==> config.mk <==
export PLATFORM = sky130hd
export DESIGN_NAME = sw_input_port_flat
export DESIGN_NICKNAME = d
export VERILOG_FILES = /design/src/rtl/sw_input_port_if.sv /design/src/rtl/sw_input_port.sv /design/src/flat_wrapper.sv
export SDC_FILE = /design/constraint.sdc
export NUM_CORES = 1
export LEC_CHECK = 0
export ABC_AREA = 1
export CORE_MARGIN = 1.5
export CORE_UTILIZATION = 40
export DETAILED_ROUTE_END_ITERATION = 8
export PLACE_DENSITY_LB_ADDON = 0.15
export SYNTH_ARGS = -nofsm -noshare
export SYNTH_HDL_FRONTEND = slang
export SYNTH_SLANG_ARGS = --single-unit
==> constraint.sdc <==
create_clock -name clk -period 1.2 [get_ports clk]
set_clock_uncertainty 0.15 [all_clocks]
set_input_delay 0.24 -clock clk [delete_from_list [all_inputs] [get_ports clk]]
set_output_delay 0.24 -clock clk [all_outputs]
set_load 0.1 [all_outputs]
==> src/rtl/sw_input_port_if.sv <==
// sw_input_port_if: switch levels in, debounced levels and change events out.
// The DUT takes the slave side; a driver or bench takes the master side.
interface sw_input_port_if #(
    parameter int WIDTH = 8
) ();
    logic [WIDTH-1:0] sw_raw;
    logic             ev_ack;
    logic [WIDTH-1:0] sw;
    logic [WIDTH-1:0] sw_event;
    logic             ev_valid;

    modport master (
        output sw_raw,
        output ev_ack,
        input  sw,
        input  sw_event,
        input  ev_valid
    );

    modport slave (
        input  sw_raw,
        input  ev_ack,
        output sw,
        output sw_event,
        output ev_valid
    );
endinterface

==> src/rtl/sw_input_port.sv <==
// sw_input_port: synchronized, debounced switch inputs with sticky change events.
// Define SW_DEBOUNCE_EN to compile in the per-bit debounce hold counters.
module sw_input_port #(
    parameter int WIDTH     = 8,
    parameter int DB_CYCLES = 10
) (
    input  logic            clk,
    input  logic            rst_n,
    sw_input_port_if.slave  bus
);
    logic [WIDTH-1:0] s1_q;
    logic [WIDTH-1:0] s2_q;
    logic [WIDTH-1:0] sw_q;
    logic [WIDTH-1:0] ev_q;
    logic [WIDTH-1:0] sw_d;
    logic [WIDTH-1:0] ev_d;
    logic [WIDTH-1:0] tog;

    // Hold counts outside 2..255 cannot be built sensibly.
    if (DB_CYCLES < 2 || DB_CYCLES > 255) begin : g_db_range
        $error("sw_input_port: DB_CYCLES out of range");
    end

`ifdef SW_DEBOUNCE_EN
    localparam int CW = $clog2(DB_CYCLES);
    localparam logic [CW-1:0] CNT_LAST = CW'(DB_CYCLES - 1);

    logic [CW-1:0] cnt_q [WIDTH];
    logic [CW-1:0] cnt_d [WIDTH];

    // Accept a new level only after it has differed from sw for DB_CYCLES edges.
    always_comb begin
        sw_d  = sw_q;
        cnt_d = cnt_q;
        for (int i = 0; i < WIDTH; i++) begin
            if (s2_q[i] == sw_q[i]) begin
                cnt_d[i] = '0;
            end else if (cnt_q[i] == CNT_LAST) begin
                sw_d[i]  = s2_q[i];
                cnt_d[i] = '0;
            end else begin
                cnt_d[i] = cnt_q[i] + CW'(1);
            end
        end
    end

    // Per-bit hold counters; reset discards any partial count.
    always_ff @(posedge clk) begin
        if (!rst_n) begin
            for (int i = 0; i < WIDTH; i++) begin
                cnt_q[i] <= '0;
            end
        end else begin
            cnt_q <= cnt_d;
        end
    end
`else
    // No filtering: the synchronized level is taken every edge.
    assign sw_d = s2_q;
`endif

    assign tog  = sw_d ^ sw_q;
    // A toggle on this edge beats a simultaneous acknowledge.
    assign ev_d = tog | (ev_q & ~{WIDTH{bus.ev_ack}});

    // Synchronizer, debounced level and sticky event registers.
    always_ff @(posedge clk) begin
        if (!rst_n) begin
            s1_q <= '0;
            s2_q <= '0;
            sw_q <= '0;
            ev_q <= '0;
        end else begin
            s1_q <= bus.sw_raw;
            s2_q <= s1_q;
            sw_q <= sw_d;
            ev_q <= ev_d;
        end
    end

    assign bus.sw       = sw_q;
    assign bus.sw_event = ev_q;
    assign bus.ev_valid = |ev_q;
endmodule

==> src/flat_wrapper.sv <==
// flat-port wrapper written by rule: the top's interface ports become plain ports
module sw_input_port_flat 
#(
    parameter int WIDTH     = 8,
    parameter int DB_CYCLES = 10
)
  (clk, rst_n, bus_sw_raw, bus_ev_ack, bus_sw, bus_sw_event, bus_ev_valid);
  sw_input_port_if #(.WIDTH(WIDTH)) bus_i ();
  input  logic clk;
  input  logic rst_n;
  input wire logic [$bits(bus_i.sw_raw)-1:0] bus_sw_raw;
  input wire logic [$bits(bus_i.ev_ack)-1:0] bus_ev_ack;
  output wire logic [$bits(bus_i.sw)-1:0] bus_sw;
  output wire logic [$bits(bus_i.sw_event)-1:0] bus_sw_event;
  output wire logic [$bits(bus_i.ev_valid)-1:0] bus_ev_valid;
  assign bus_i.sw_raw = bus_sw_raw;
  assign bus_i.ev_ack = bus_ev_ack;
  assign bus_sw = bus_i.sw;
  assign bus_sw_event = bus_i.sw_event;
  assign bus_ev_valid = bus_i.ev_valid;
  sw_input_port #(.WIDTH(WIDTH), .DB_CYCLES(DB_CYCLES)) u_core (.clk(clk), .rst_n(rst_n), .bus(bus_i));
endmodule
# Yosys cells after proc, flatten, opt, wreduce, memory -nomap -nowiden
# Index checks and enable logic that the tools add are counted.
# totals
register_bits	32
inputBits	11
out_inout_bits	17
word_cells	9
# classes
bitwise_logic	4
n_reduce_logical	1
# op_table
cell	n
bitwise AND 8 bit	1
NOT 8 bit	1
OR 8 bit	1
OR reduction 8 bit	1
XOR 8 bit	1

# Longest topological paths before layout
# Gate-level depths: netlist (run 1).
# depth
depth_word	3
ltp_mapped	5
ltp_nobuf	5

# Least setup slack after synthesis (run 1)
# No wires, ideal clock.
# synth_path
path_kind	reg-to-output
from	register u_core.ev_q[5], in the netlist u_core.bus.sw_event[5]
to	output bus_ev_valid
arrival_time_ps	1870
path_slack_ps	-1060
path_stages_with_launch	3
n_path_buf	0
cell_sequence	dfxtp_1 -> nor2_1 -> nand4_1
# synth_via
elab_chain_cells	1
# synth_lines
item	line_no	source
start: declaration	sw_input_port.sv:14	logic [WIDTH-1:0] ev_q;
start signal: assignment	sw_input_port.sv:77	ev_q <= ev_d;
OR reduction 8 bit	sw_input_port.sv:83	assign bus.ev_valid = |ev_q;
end: declaration	flat_wrapper.sv:15	output wire logic [$bits(bus_i.ev_valid)-1:0] bus_ev_valid;
# No other way between the ends.

# Worst setup path after layout (run 1)
# layout_path
from	register u_core.ev_q[1], in the netlist u_core.bus.sw_event[1]
to	output bus_ev_valid
# The elaborated chain is that of the path after synthesis.

==> results of run 1 <==
state kept, by name, indices dropped and copies added (netlist names):
register             flops
u_core.s2_q              8
u_core.bus.sw_event      8
u_core.s1_q              8
u_core.bus.sw            8
power breakdown:
part / switching, uW / total [uW] / internal, uW / leakage [uW]
clock: 324 / 656 / 332 / 0.0000374
combinational: 302 / 514 / 211 / 0.000719
sequential: 30.1 / 1130 / 1100 / 0.000273
metal layers:
layer | vias up | share of wire
met5 | - | 0
met4 | 0 | 0.027
met3 | 5 | 0.054
met2 | 23 | 0.51
met1 | 411 | 0.41
li1 | 521 | -
critical path: cells and delay by family (launching register included):
family | cells | cell delay, ps
and+or+nand+nor | 2 | 250
DFF | 1 | 350
buffers and inverters | 1 | 200
what timing repair did:
action                                  4_1_cts  5_1_grt
pin swaps                                     1        1
endpoints found under the hold margin         0        0
buffers inserted                             10        4
endpoints found under the setup margin       17       17
resized for setup                             9        5
metrics by stage:
step,cells,utilization
finish,234,0.6907
global route,234,0.6907
CTS,233,0.6856
detailed placement,216,0.6228
global placement,216,0.6228
floorplan,153,-
cell usage in the layout, fill, tap and decap left out, drive strengths merged:
master / n
buf: 36
clkbuf: 7
nand3: 8
inv: 49
nand4: 1
clkdlybuf4s50: 10
nand2: 56
nor2: 4
dfxtp: 32
cell type report:
| type | count | area (um2) |
|---|---|---|
| clock buffers | 7 | 65.06 |
| repair buffers | 46 | 621.8 |
| inverters | 49 | 183.9 |
| flip-flops and latches | 32 | 685.7 |
| well taps | 31 | 38.79 |
| multi-input cells | 69 | 276.5 |
| fillers | 236 | 838.3 |
cell families after synthesis:
logic type             count (synthesis)
flip-flops                            32
AND/OR/NAND/NOR                       69
buffers and inverters                 52
path summary, 6_finish.rpt:
kind	cells after the start	slack [ps]	from	end
worst max-delay path	3	-320	u_core.bus.sw_event[1]	bus_ev_valid
worst min-delay path	2	270	u_core.s1_q[3]	u_core.s2_q[3]
worst max register to register	6	160	u_core.bus.sw_event[6]	u_core.bus.sw_event[6]
worst min register to register	2	270	u_core.s1_q[3]	u_core.s2_q[3]
==> metrics, run 1 <==
placed cell area=1688 um2; Die Footprint=3152 um2; Congestion Overflow GR=0; Critical Path AT=1130 ps; largest net degree at the start of global routing=33; global-route usage over all layers=0.1581; Setup CP Type=reg2out; Tightest Hold Check Type=reg2reg; # DRC=0; final instance area=1872 um2; Synth Register Bits=32; slowest CP cell=dfxtp_4; fin. max-slew vios=0; H-tree depth=2; hold slack final=269.0 ps; overall power=2298 uW; Worst-path clk slew=80 ps; Clock Sinks=32; met1 GRT Util=0.1615; required time worst endpoint=810 ps; layout cells sized above 1=0.3005; Clock Root Buffer=clkbuf_4; cell with the most instances after synthesis=nand2_1; largest cells by area after synthesis=dfxtp_1 57%, nand2_1 19%, inv_1 16%; Worst Tran Pin Value=262.3 ps; simple-gate portion of the synthesized area=0.2403; DR pass1 iterations=4; Antenna Violating Nets Remaining=0; vias in the first global route=905; largest family of logic cells by synthesized area=simple AND/OR/NAND/NOR gates; first-iteration detailed-routing DRC count=10; GPL Wtd Cong=0.6716; post-synthesis instance total=153; Max Freq=658.8 MHz; DPL Wire Length=1.383 mm; final worst slack=-317.8 ps; Compound-Gate Fraction of Synth Area=0; GR Util met2=0.2588; Initial Util=0.4169; status=complete, but fails checks; io pins=28; first-pass GRT wire length=3.684 mm; # hold bufs at CTS=0; # nets final=214; power density cells=1228 nW/um2; XOR/XNOR share of the synthesized area=0; failing checks=negative setup slack; CTS Buf Count=5; Diodes inserted=0; Top Usage Layer GRT=met2; Post-synth ARST share=0; Yosys cell types=7; die height=56.15 um; Setup violations, final=17; Synthesized Nets=164; Avg Vias per Cell=4.103; leak pwr=0.001030 uW; Avg Inst Size Synth=7.385 um2; warning count from the yosys run=0; post-place setup slack=-134.0 ps; drt wl/cell=8.974 um; PortBufs=27; global routing met3 resource utilization=0.07209; RSZ-0062 raised after global routing=yes; synthesis-to-layout area growth=65.67%; post-synth top area share=0.5670; mux cell area share after synthesis=0; most instantiated cells after synthesis=56 x nand2_1, 49 x inv_1, 32 x dfxtp_1; largest area contributor in the netlist=dfxtp_1; Clock Latency Late Sink=320 ps; area of the core=2710 um2; # rows=19; Post-synth EDFFs=0; min Tclk post-route=1518 ps; Relative slew margins=0.8250; vias post-DR=960; CTS tree=yes; clock tree buffer depth=2; worst stage delay on the critical path=350 ps; sequential fraction of the synthesis area=0.5670; initial antenna violation count=0; Horiz. Die Dim=56.15 um; Max Cap Viol=0; final WL=2.100 mm; adder-cell share of the synthesized area=0; final period utilization=1.265; ys flop type=dfxtp_1; Hold Vio Cnt, Final=0; CP Cell Sequence=nor2_1 -> nand4_1 -> buf_12; Worst Setup End Kind=primary output; Post-Syn Area=1130 um2; Max IR drop VDD=0.0008584 V; Worst Path Max Fanout=2; Total Neg Setup Slack=-1827 ps; Critical Path Start Type=flop
Power figures use the tool's default switching activity.
==> inputs of run 2 (changes only) <==
CORE_MARGIN = 1   (was 1.5)
CTS_CLUSTER_DIAMETER = 120   (was unset)
==> metrics, run 2 (same netlist as run 1, synthesis figures left out) <==
layout cells sized above 1=0.3122 (+0.01170); final period utilization=1.264 (about the same); Horiz. Die Dim=55.15 um (-1.8%); area of the core=2567 um2 (-5.3%); global-route usage over all layers=0.1617 (+0.003640); Relative slew margins=0.8286 (+0.003633); Setup violations, final=17 (unchanged); Congestion Overflow GR=0 (unchanged); status=complete, but fails checks; Diodes inserted=0 (unchanged); vias in the first global route=846 (-6.5%); first-pass GRT wire length=3.215 mm (-13%); final cell count without fillers=235 (+0.43%); Max IR drop VDD=0.0009129 V (+6.3%); Worst Tran Pin Value=256.8 ps (-5.443 ps); CTS Buf Count=5 (unchanged); clock tree buffer depth=2 (unchanged); Clock Root Buffer=clkbuf_4; met1 GRT Util=0.1538 (-0.007681); # DRC=0 (unchanged); Max Cap Viol=0 (unchanged); PortBufs=27 (unchanged); GPL Wtd Cong=0.7151 (+6.5%); die height=55.15 um (-1.8%); most frequent cells in the layout=56 x nand2_1, 49 x inv_1, 18 x buf_12, 16 x dfxtp_1, 14 x buf_4; initial antenna violation count=0 (unchanged); RSZ-0062 raised after global routing=yes; DPL Wire Length=1.445 mm (+4.5%); Worst Path Max Fanout=2 (unchanged); Top Usage Layer GRT=met2; post-place setup slack=-138.6 ps (-4.610 ps); vias post-DR=968 (+0.83%); Clock Latency Late Sink=330 ps (about the same); global routing met3 resource utilization=0.08197 (+0.009874); fin. max-slew vios=0 (unchanged); Die Footprint=3041 um2 (-3.5%); required time worst endpoint=810 ps (about the same); dpl cells=216 (unchanged); CTS tree=yes; Initial Util=0.4401 (+0.02316); # rows=18 (-1); Worst-path clk slew=100 ps (+20 ps); min Tclk post-route=1517 ps (-0.9440 ps); # hold bufs at CTS=0 (unchanged); final worst slack=-316.9 ps (+0.9440 ps); Setup CP Type=reg2out; final WL=2.074 mm (-1.2%); io pins=28 (unchanged); Antenna Violating Nets Remaining=0 (unchanged); leak pwr=0.001040 uW (+0.95%); DR pass1 iterations=4 (unchanged); most common cell after layout, fill and taps aside=nand2_1; Hold Vio Cnt, Final=0 (unchanged); largest net degree at the start of global routing=33 (unchanged); Max Freq=659.3 MHz (about the same); GR Util met2=0.2811 (+0.02230); Clock Sinks=32 (unchanged); Avg Vias per Cell=4.119 (+0.40%); slowest CP cell=dfxtp_4; Tightest Hold Check Type=reg2reg; CP Cell Sequence=nor2_4 -> nand4_1 -> buf_12; synthesis-to-layout area growth=67.00%; failing checks=negative setup slack; power density cells=1239 nW/um2 (+0.94%); # nets final=215 (+0.47%); Worst Setup End Kind=primary output; Util after Layout=0.7349 (+0.04422); Critical Path Start Type=flop; drt wl/cell=8.826 um (-1.7%); worst stage delay on the critical path=360 ps (about the same); H-tree depth=2 (unchanged); first-iteration detailed-routing DRC count=5 (-5); Critical Path AT=1130 ps (about the same)
==> run 2: changes by cell type in the layout (fill, tap and decap cells not counted), sizes merged <==
cell    delta
buf        +1
clkbuf     +1
==> run 2: repair_timing <==
action                                  in CTS  in global routing
endpoints found under the setup margin      17                 17
endpoints found under the hold margin        0                  0
gates resized for setup                     10                  4
setup buffers                                9                  4
pin swaps                                    1                  1
==> run 2: worst max-delay path, delay by kind of cell (launching register included) <==
family,cells,cell delay [ps]
buf+inv,1,200
simple gates,2,240
flops,1,360
==> run 2: cell type report <==
cell class	instances	area (um2)
Timing Repair Buffer	47	621.8
Inverter	49	183.9
Multi-Input combinational cell	69	291.5
Clock buffer	8	68.82
Tap cell	30	37.54
Fill cell	207	680.7
Sequential cell	32	683.2
==> run 2: metal layers <==
layer  wire length (um)  part of all wire  vias up
met4                 21             0.010        0
met3                109             0.053        4
met1                853              0.41      416
met2               1090              0.53       24
li1                   -                 -      524
met5                  0                 0        -
==> run 2: where the power goes <==
| group | leakage, uW | internal, uW | switching, uW |
|---|---|---|---|
| clock | 0.0000386 | 344 | 345 |
| combinational | 0.000728 | 214 | 302 |
| sequential | 0.000273 | 1100 | 32.7 |
==> run 2: final timing paths <==
check	slack, ps	to	cells past startpoint	start
max	-320	bus_ev_valid	3	u_core.bus.sw_event[0]
min	270	u_core.s2_q[3]	2	u_core.s1_q[3]
max reg2reg	140	u_core.bus.sw_event[7]	6	u_core.bus.sw_event[7]
min reg2reg	270	u_core.s2_q[3]	2	u_core.s1_q[3]
==> run 2: per-stage QoR <==
stage	setup TNS, ps	instance area [um2]	power, uW	hold slack, ps
finish	-1967	1887	2338	268.4
global route	-2639	1887	2434	264.7
CTS	-2226	1862	2362	268.3
detailed placement	-2375	1694	1646	248.0
global placement	-2096	1694	1636	241.9
floorplan	-663.4	1170	1443	187.0
==> inputs of run 3 (changes only) <==
CORE_MARGIN = 10   (was 1)
==> metrics, run 3 (same netlist as run 1, synthesis figures left out) <==
Critical Path Start Type=flop; sequential share of power=0.498 (+0.013); RSZ-0062 raised after global routing=yes; DPL Wire Length=1.590 mm (+10%); most common cell after layout, fill and taps aside=nand2_1; final instance area=1861 um2 (-1.4%); Max Cap Viol=0 (unchanged); PortBufs=27 (unchanged); H-tree depth=2 (unchanged); hold slack final=267.0 ps (-1.328 ps); largest net degree at the start of global routing=33 (unchanged); Critical Path AT=1150 ps (+20 ps); Net Sw Power=685.3 uW (+0.83%); power density cells=1223 nW/um2 (-1.4%); Diodes inserted=0 (unchanged); vias post-DR=962 (-0.62%); Clock power frac=0.277 (-0.018); final period utilization=1.281 (+0.01657); die height=73.15 um (+33%); Tightest Hold Check Type=reg2reg; Worst Tran Pin Value=241.8 ps (-15.00 ps); first-pass GRT wire length=4.029 mm (+25%); Worst-path clk slew=90 ps (about the same); Max IR drop VDD=0.0009455 V (+3.6%); CTS tree=yes; DR pass1 iterations=4 (unchanged); worst stage delay on the critical path=360 ps (about the same); status=complete, but fails checks; vias in the first global route=1040 (+23%); overall power=2275 uW (-2.7%); io pins=28 (unchanged); initial antenna violation count=0 (unchanged); CP Cell Sequence=nor2_4 -> nand4_1 -> buf_12; CTS Buf Count=5 (unchanged); slowest CP cell=dfxtp_4; switch share=0.3013 (+0.01062); failing checks=negative setup slack; CP top delay family=flip-flops; clock tree buffer depth=2 (unchanged); Comb pwr share=0.225 (+0.004); min Tclk post-route=1537 ps (+19.88 ps); Horiz. Die Dim=73.15 um (+33%); Hold Vio Cnt, Final=0 (unchanged); Clock Latency Late Sink=330 ps (about the same); dpl cells=217 (+0.46%); most frequent cells in the layout=56 x nand2_1, 49 x inv_1, 18 x buf_12, 16 x dfxtp_1, 10 x clkdlybuf4s50_1; Die Footprint=5350 um2 (+76%); drt wl/cell=9.528 um (+8.0%); Worst Setup End Kind=primary output; Initial Util=0.4133 (-0.02679); Avg Vias per Cell=4.129 (+0.23%); global-route usage over all layers=0.09579 (-0.06593); Antenna Violating Nets Remaining=0 (unchanged); Clock Sinks=32 (unchanged); layout cells sized above 1=0.3069 (-0.005264); Clock Root Buffer=clkbuf_4; # hold bufs at CTS=0 (unchanged); Congestion Overflow GR=0 (unchanged); area of the core=2734 um2 (+6.5%); synthesis-to-layout area growth=64.67%; Max Freq=650.7 MHz (-1.3%); Setup CP Type=reg2out; GPL Wtd Cong=0.7346 (+2.7%); final worst slack=-336.8 ps (-19.88 ps); # DRC=0 (unchanged); Buffers & Inverters on Critical Path=1 (unchanged); Relative slew margins=0.8386 (+0.01001); leak pwr=0.001023 uW (-1.6%); # nets final=212 (-1.4%); final WL=2.220 mm (+7.0%); fin. max-slew vios=0 (unchanged); final cell count without fillers=233 (-0.85%); first-iteration detailed-routing DRC count=27 (+22); Int Pwr=1589 uW (-4.2%); Setup violations, final=17 (unchanged); required time worst endpoint=810 ps (about the same); # rows=19 (+1); Worst Path Max Fanout=2 (unchanged); placed cell area=1695 um2 (about the same)
-- run 3: cell count changes in the layout (fill, tap and decap cells not counted), sizes merged --
cell,before,now
buf,37,34
clkbuf,8,6
clkinv,0,2
-- run 3: per-stage QoR --
stage | setup TNS (ps) | util | worst slack [ps]
2_1_floorplan | -663.4 | - | -663.4
6_report | -2103 | 0.6805 | -336.8
5_1_grt | -2687 | 0.6805 | -379.7
3_3_place_gp | -2117 | 0.6201 | -123.3
3_5_place_dp | -2577 | 0.6201 | -158.0
4_1_cts | -2388 | 0.6815 | -346.3
-- run 3: area by class of cell --
type | instances | area (um2)
repair buffers | 44 | 606.8
well taps | 31 | 38.79
multi-input cells | 69 | 286.5
clock buffers | 6 | 51.30
fillers | 224 | 873.3
clock inverters | 2 | 10.01
inverters | 49 | 183.9
flip-flops and latches | 32 | 683.2
-- run 3: power by group through the flow --
stage	logic, uW	clock network (uW)	registers, uW
after floorplan	135	0	1310
after global placement	487	0	1150
after detailed placement	493	0	1150
after CTS	519	650	1130
after global routing	543	698	1140
final	513	630	1130
-- run 3: worst paths after layout --
kind	startpoint	endpoint	slack, ps	cells past startpoint
max reg2reg	u_core.bus.sw_event[4]	u_core.bus.sw_event[4]	160	6
max	u_core.bus.sw_event[2]	bus_ev_valid	-340	3
min reg2reg	u_core.s1_q[0]	u_core.s2_q[0]	270	2
min	u_core.s1_q[0]	u_core.s2_q[0]	270	2
-- run 3: metal layers --
layer,global-route usage,up-vias,share of wire
met2,0.1691,26,0.52
met1,0.08372,417,0.37
met4,0.06329,0,0.020
li1,-,514,-
met5,0,-,0
met3,0.04626,5,0.096
-- run 3: worst reg2reg max path, cell delays in order, from the launching register on --
cell and delay (ps):
dfxtp_4 360, buf_6 110, buf_4 120, nand2_1 60, nand3_1 60, nand2_1 60
inv_1 30
-- run 3: what timing repair did --
item,in CTS,in global routing
setup endpoints to repair,17,17
gates resized for setup,12,5
buffers inserted,9,3
pin swaps,1,2
